--- src/rtl/traffic_pkg.sv ---
// Shared types and constants for the intersection controller and its countdown display driver.
package traffic_pkg;

    localparam int CNT_W = 6;

    typedef enum logic [1:0] {
        MAJ_G = 2'd0,
        MAJ_Y = 2'd1,
        MIN_G = 2'd2,
        MIN_Y = 2'd3
    } phase_e;

    // Lamp bits are {red, yellow, green}
    localparam logic [2:0] LAMP_R = 3'b100;
    localparam logic [2:0] LAMP_Y = 3'b010;
    localparam logic [2:0] LAMP_G = 3'b001;

endpackage

--- src/rtl/phase_timer.sv ---
// Loadable seconds down-counter for the current phase; load wins over decrement.
module phase_timer
    import traffic_pkg::*;
#(
    parameter logic [CNT_W-1:0] RST_VAL = '1
) (
    input  logic             clk,
    input  logic             rst,
    input  logic             load,
    input  logic [CNT_W-1:0] load_val,
    input  logic             en,
    output logic [CNT_W-1:0] cnt,
    output logic             expire
);

    // NOTE: sequential state is written only with non-blocking assignments.
    always_ff @(posedge clk or posedge rst) begin
        if (rst)       cnt <= RST_VAL;
        else if (load) cnt <= load_val;
        else if (en)   cnt <= cnt - CNT_W'(1);
    end

    assign expire = en && (cnt == CNT_W'(1));

endmodule

--- src/rtl/traffic_fsm.sv ---
// Major/minor intersection controller: four-phase lamp sequence, seconds timer, registered countdowns.
module traffic_fsm
    import traffic_pkg::*;
#(
    parameter int T_MAJOR_GREEN = 40,
    parameter int T_MINOR_GREEN = 20,
    parameter int T_YELLOW      = 5,
    parameter int CNT_W         = traffic_pkg::CNT_W
) (
    input  logic             clk,
    input  logic             rst,
    input  logic             tick_1hz,
    input  logic             minor_req,
    input  logic             hold,
    output logic [2:0]       major_light,
    output logic [2:0]       minor_light,
    output logic [CNT_W-1:0] major_countdown,
    output logic [CNT_W-1:0] minor_countdown,
    output logic [1:0]       state,
    output logic             phase_change
);

    if (CNT_W != 6 ||
        T_MAJOR_GREEN < 1 || T_MAJOR_GREEN > 58 ||
        T_MINOR_GREEN < 1 || T_MINOR_GREEN > 58 ||
        T_YELLOW < 1 || T_YELLOW > 5 ||
        T_MAJOR_GREEN + T_YELLOW > 63 || T_MINOR_GREEN + T_YELLOW > 63) begin : g_bad_params
        $error("traffic_fsm: phase durations out of range for a %0d-bit countdown", CNT_W);
    end

    localparam logic [CNT_W-1:0] C_MAJ_G = CNT_W'(T_MAJOR_GREEN);
    localparam logic [CNT_W-1:0] C_MIN_G = CNT_W'(T_MINOR_GREEN);
    localparam logic [CNT_W-1:0] C_YEL   = CNT_W'(T_YELLOW);

    phase_e           state_q, state_d;
    logic [CNT_W-1:0] cnt, cnt_d, load_val;
    logic             load, en, expire, armed;

    // armed stays low for the first edge after reset release, so a tick coinciding with it is dropped
    always_ff @(posedge clk or posedge rst) begin
        if (rst) armed <= 1'b0;
        else     armed <= 1'b1;
    end

    assign en = tick_1hz && !hold && armed;

    phase_timer #(.RST_VAL(C_MAJ_G)) u_timer (
        .clk      (clk),
        .rst      (rst),
        .load     (load),
        .load_val (load_val),
        .en       (en),
        .cnt      (cnt),
        .expire   (expire)
    );

    // NOTE: every signal written here gets a default first, so no latch is inferred.
    always_comb begin
        state_d  = state_q;
        load     = 1'b0;
        load_val = C_MAJ_G;
        if (cnt == '0) begin
            load = 1'b1;
            state_d = MAJ_G;
        end else if (expire) begin
            load = 1'b1;
            unique case (state_q)
                MAJ_G: if (minor_req) begin
                           state_d  = MAJ_Y;
                           load_val = C_YEL;
                       end
                MAJ_Y: begin state_d = MIN_G; load_val = C_MIN_G; end
                MIN_G: begin state_d = MIN_Y; load_val = C_YEL;   end
                MIN_Y: begin state_d = MAJ_G; load_val = C_MAJ_G; end
            endcase
        end
        cnt_d = load ? load_val : (en ? cnt - CNT_W'(1) : cnt);
    end

    logic [2:0]       maj_lamp_d, min_lamp_d;
    logic [CNT_W-1:0] maj_cd_d, min_cd_d;

    // Outputs decode from the next phase/count so they move on the same edge as the state
    always_comb begin
        maj_lamp_d = LAMP_R;
        min_lamp_d = LAMP_R;
        maj_cd_d   = cnt_d;
        min_cd_d   = cnt_d;
        unique case (state_d)
            MAJ_G: begin maj_lamp_d = LAMP_G; min_cd_d = cnt_d + C_YEL; end
            MAJ_Y:       maj_lamp_d = LAMP_Y;
            MIN_G: begin min_lamp_d = LAMP_G; maj_cd_d = cnt_d + C_YEL; end
            MIN_Y:       min_lamp_d = LAMP_Y;
        endcase
    end

    always_ff @(posedge clk or posedge rst) begin
        if (rst) begin
            state_q         <= MAJ_G;
            major_light     <= LAMP_G;
            minor_light     <= LAMP_R;
            major_countdown <= C_MAJ_G;
            minor_countdown <= C_MAJ_G + C_YEL;
            phase_change    <= 1'b0;
        end else begin
            state_q         <= state_d;
            major_light     <= maj_lamp_d;
            minor_light     <= min_lamp_d;
            major_countdown <= maj_cd_d;
            minor_countdown <= min_cd_d;
            phase_change    <= (state_d != state_q);
        end
    end

    assign state = state_q;

endmodule

--- config.mk ---
export PLATFORM = sky130hd
export DESIGN_NAME = traffic_fsm
export DESIGN_NICKNAME = d
export VERILOG_FILES = /design/src/rtl/traffic_pkg.sv /design/src/rtl/phase_timer.sv /design/src/rtl/traffic_fsm.sv
export SDC_FILE = /design/constraint.sdc
export NUM_CORES = 1
export LEC_CHECK = 0
export BUFFER_PORTS_ARGS = -buffer_cell sky130_fd_sc_hd__buf_4
export CAP_MARGIN = 10
export CELL_PAD_IN_SITES_DETAIL_PLACEMENT = 0
export CELL_PAD_IN_SITES_GLOBAL_PLACEMENT = 2
export CORE_UTILIZATION = 35
export CTS_CLUSTER_SIZE = 24
export DETAILED_ROUTE_END_ITERATION = 6
export GPL_TIMING_DRIVEN = 1
export PLACE_DENSITY = 0.78
export SYNTH_ARGS = -nofsm -noshare
export SYNTH_HDL_FRONTEND = slang
export SYNTH_SLANG_ARGS = --single-unit
--- constraint.sdc ---
create_clock -name clk -period 2.81 [get_ports clk]
set_input_delay 0.843 -clock clk [delete_from_list [all_inputs] [get_ports clk]]
set_output_delay 0.843 -clock clk [all_outputs]
set_load 0.005 [all_outputs]
==> impl_metrics.prom <==
# TYPE chip_impl_metric gauge
chip_impl_info{name="grt_setup_unrepaired",value="false"} 1
chip_impl_info{name="worstHoldPathType",value="in -> async"} 1
chip_impl_metric{name="cts.htree.levels",unit=""} 1
chip_impl_metric{name="portion_of_netlist_area_occupied_by_mux_cells",unit=""} 0.0233
chip_impl_metric{name="regArea",unit="µm²"} 688
chip_impl_metric{name="total_leakage_power",unit="nW"} 0.845
chip_impl_metric{name="multi_input_area",unit="µm²"} 733
chip_impl_metric{name="buffer_ports.inserted",unit=""} 25
chip_impl_metric{name="fin_tns_setup",unit="ns"} 0
chip_impl_info{name="tritoncts_clock_tree",value="done"} 1
chip_impl_metric{name="setup_viol_count_final",unit=""} 0
chip_impl_metric{name="final_min_period_over_clock_period",unit=""} 0.876
chip_impl_info{name="worstSetupStartpointType",value="register"} 1
chip_impl_metric{name="power_after_layout",unit="mW"} 1.68
chip_impl_metric{name="ys_warn_count",unit=""} 0
chip_impl_metric{name="drt-pass1-iter-count",unit=""} 4
chip_impl_info{name="cp-end-kind",value="register"} 1
chip_impl_metric{name="fp.dieArea",unit="µm²"} 4560
chip_impl_metric{name="antenna_found_initial",unit=""} 0
chip_impl_metric{name="viasPerCell",unit=""} 5.19
chip_impl_metric{name="routabilityCongestion",unit=""} 0.825
chip_impl_metric{name="skew",unit="ns"} 0.00733
chip_impl_metric{name="clock_tree.buffer_depth",unit=""} 2
chip_impl_metric{name="numPlacedInstances",unit=""} 218
chip_impl_metric{name="clk_pin_slew",unit="ns"} 0.09
chip_impl_info{name="status",value="finished, final reports clean"} 1
chip_impl_info{name="clockRootBuffer",value="clkbuf_8"} 1
chip_impl_metric{name="flop_and_latch_count_out_of_synthesis",unit=""} 27
chip_impl_metric{name="hold_viol",unit=""} 0
chip_impl_info{name="setup.worst_path.class",value="reg -> reg"} 1
chip_impl_metric{name="synth_fp_nets",unit=""} 155
chip_impl_metric{name="rows",unit=""} 23
chip_impl_info{name="synth_top_flop_cell",value="dfrtp_1"} 1
chip_impl_metric{name="cts_setup_buffers",unit=""} 0
chip_impl_metric{name="power.density",unit="nW/µm²"} 920
chip_impl_metric{name="io_pins",unit=""} 26
chip_impl_metric{name="post_synth_and_or_nand_nor_area_fraction",unit=""} 0.182
chip_impl_metric{name="final.hold.worst_slack",unit="ns"} 0.622
chip_impl_metric{name="core-area",unit="µm²"} 4060
chip_impl_metric{name="synth-edff-count",unit=""} 0
chip_impl_metric{name="post_synth_inst_count",unit=""} 142
chip_impl_metric{name="grt-ovfl-total",unit=""} 0
chip_impl_metric{name="maxCapViolations",unit=""} 0
chip_impl_metric{name="antennaDiodeCount",unit=""} 0
chip_impl_metric{name="ff2ff_setup_slack",unit="ns"} 0.35
chip_impl_metric{name="cts_sinks",unit=""} 27
chip_impl_metric{name="clk_latency",unit="ns"} 0.27
chip_impl_metric{name="cts.hold.buffers_added",unit=""} 0
chip_impl_metric{name="start_util",unit=""} 0.370
chip_impl_metric{name="synthAdderAreaFrac",unit=""} 0.0666
chip_impl_metric{name="layout-drive-gt1-share",unit=""} 0.337
chip_impl_metric{name="area_growth",unit="%"} 21.6
chip_impl_metric{name="final_net_count",unit=""} 186
chip_impl_metric{name="portion_of_the_post_synthesis_area_used_by_sequential_elements",unit=""} 0.458
chip_impl_metric{name="max_freq",unit="GHz"} 0.406
chip_impl_metric{name="netlist_area",unit="µm²"} 1500
chip_impl_metric{name="finalCriticalPeriod",unit="ns"} 2.46
chip_impl_metric{name="grt_usage",unit=""} 0.163
chip_impl_metric{name="grt_first_pass_wirelength",unit="µm"} 5550
chip_impl_metric{name="cts_inserted_buffers",unit=""} 3
chip_impl_metric{name="grt_start_max_net_pins",unit=""} 28
chip_impl_metric{name="filler_cell_count_in_the_final_layout",unit=""} 391
chip_impl_metric{name="x_dimension_of_the_die",unit="µm"} 67.5
chip_impl_metric{name="vias",unit=""} 1153
chip_impl_metric{name="xor_xnor_cell_area_share_of_the_yosys_netlist",unit=""} 0.0641
chip_impl_metric{name="max_slew_violation_total_from_the_final_report",unit=""} 0
chip_impl_info{name="largest_family_of_logic_cells_by_synthesized_area",value="simple AND/OR/NAND/NOR gates"} 1
chip_impl_metric{name="cts_resized",unit=""} 0
chip_impl_metric{name="first_global_vias",unit=""} 1161
chip_impl_metric{name="synth.distinct_cells",unit=""} 53
chip_impl_metric{name="drtAntennaViolNets",unit=""} 0
chip_impl_metric{name="dp.final_hpwl",unit="µm"} 2540
chip_impl_metric{name="instances_no_fill",unit=""} 222
chip_impl_metric{name="critical_path_peak_fanout",unit=""} 7
chip_impl_metric{name="drt-total-wl",unit="µm"} 3310
chip_impl_metric{name="async_reset_ff_frac",unit=""} 1.00
chip_impl_metric{name="crit_required",unit="ns"} 3.01
chip_impl_metric{name="dr_drc_count",unit=""} 0
chip_impl_metric{name="vdd.ir_drop.worst",unit="mV"} 0.362
chip_impl_metric{name="die-height",unit="µm"} 67.5
chip_impl_metric{name="post_drt_wl_per_cell",unit="µm"} 14.9
chip_impl_metric{name="detail_route.iter0.violations",unit=""} 25
chip_impl_metric{name="syn_avg_cell_area",unit="µm²"} 10.6
chip_impl_metric{name="crit_arrival",unit="ns"} 2.66
chip_impl_metric{name="fraction_of_the_mapped_netlist_area_in_compound_gates",unit=""} 0.150
registers in the layout, indices dropped and copies added (netlist names):
| register | flops |
|---|---|
| minor_countdown | 6 |
| armed | 1 |
| phase_change | 1 |
| u_timer.cnt | 6 |
| minor_light | 3 |
| major_countdown | 6 |
| state | 2 |
| major_light | 2 |
synthesized netlist by cell type, drive strengths merged (2+ instances only):
cell / count / area share
a211oi: 4 / 0.020
a21oi: 6 / 0.020
buf: 5 / 0.017
clkbuf: 3 / 0.0083
dfrtp: 17 / 0.28
dfstp: 10 / 0.17
ha: 8 / 0.067
inv: 10 / 0.025
mux2i: 2 / 0.013
nand2: 7 / 0.022
nand2b: 3 / 0.012
nand3: 3 / 0.010
nand3b: 2 / 0.012
nand4: 2 / 0.0083
nor2: 9 / 0.027
nor2b: 3 / 0.012
nor3: 4 / 0.017
nor4b: 2 / 0.012
o211ai: 4 / 0.023
o21ai: 3 / 0.017
o41ai: 3 / 0.017
xnor2: 5 / 0.029
xor2: 6 / 0.035
cell type report:
type	instances	share of cell area
Clock inverter	1	0.00274
Multi-Input combinational cell	96	0.401
Sequential cell	27	0.376
Tap cell	50	0.0342
Timing Repair Buffer	34	0.140
Clock buffer	3	0.0226
Inverter	11	0.0233
through the flow:
stage	area [µm²]	setup WS, ns	util
2_1_floorplan	1500	0.302	-
3_3_place_gp	1780	0.240	0.439
3_5_place_dp	1780	0.137	0.439
4_1_cts	1830	0.348	0.451
5_1_grt	1830	0.159	0.451
6_report	1830	0.350	0.451
layer usage:
| layer | GRT usage | up-vias | routed length [µm] |
|---|---|---|---|
| met4 | 0.0239 | 0 | 6 |
| met1 | 0.220 | 570 | 1560 |
| met2 | 0.267 | 24 | 1600 |
| met3 | 0.0422 | 2 | 143 |
| li1 | - | 557 | - |
| met5 | 0 | - | 0 |
critical path, stage by stage, from the launching register on:
cell	delay [ns]
dfrtp_1	0.47
inv_1	0.18
ha_1	0.28
nand2b_1	0.14
a21oi_1	0.07
a221o_1	0.32
and2_1	0.22
ha_1	0.28
nor3_1	0.27
xor2_1	0.17
cells by family after synthesis:
kind of cell	after synthesis
AND/OR/NAND/NOR	44
XOR/XNOR	11
adder cells (fa/ha/maj)	8
flip-flops	27
AO/OA/AOI/OAI	29
other	1
multiplexers	3
buffers and inverters	19
worst paths after layout:
check	end	cells after the start	start
min	major_countdown[1]	3	rst
max	major_countdown[2]	9	state[0]
max reg2reg	major_countdown[2]	9	state[0]
max in group asynchronous	minor_light[2]	3	rst
min reg2reg	u_timer.cnt[5]	2	u_timer.cnt[5]
min in group clk	u_timer.cnt[5]	2	u_timer.cnt[5]
power breakdown:
part           internal, mW  leakage, nW  switching [mW]
sequential            0.558        0.326          0.0923
combinational         0.383        0.493           0.437
clock                0.0992       0.0255           0.113
placed cells by master, fill, tap and decap left out, types with 2 or more instances in the layout:
cell type  instances
nand2_1            6
xnor2_1            5
o211ai_1           3
ha_1               8
buf_4             34
dfrtp_1           17
o21ai_0            2
nor2_1             8
clkbuf_8           3
dfstp_2           10
xor2_1             6
a211oi_1           4
mux2i_1            2
nor3_1             3
nand2b_1           3
o41ai_1            3
inv_1             10
nand3_1            3
nor2b_1            3
nor4b_1            2
clkinv_2           2
a21oi_1            6
nand4_1            2
(Power assumes the default switching activity.)
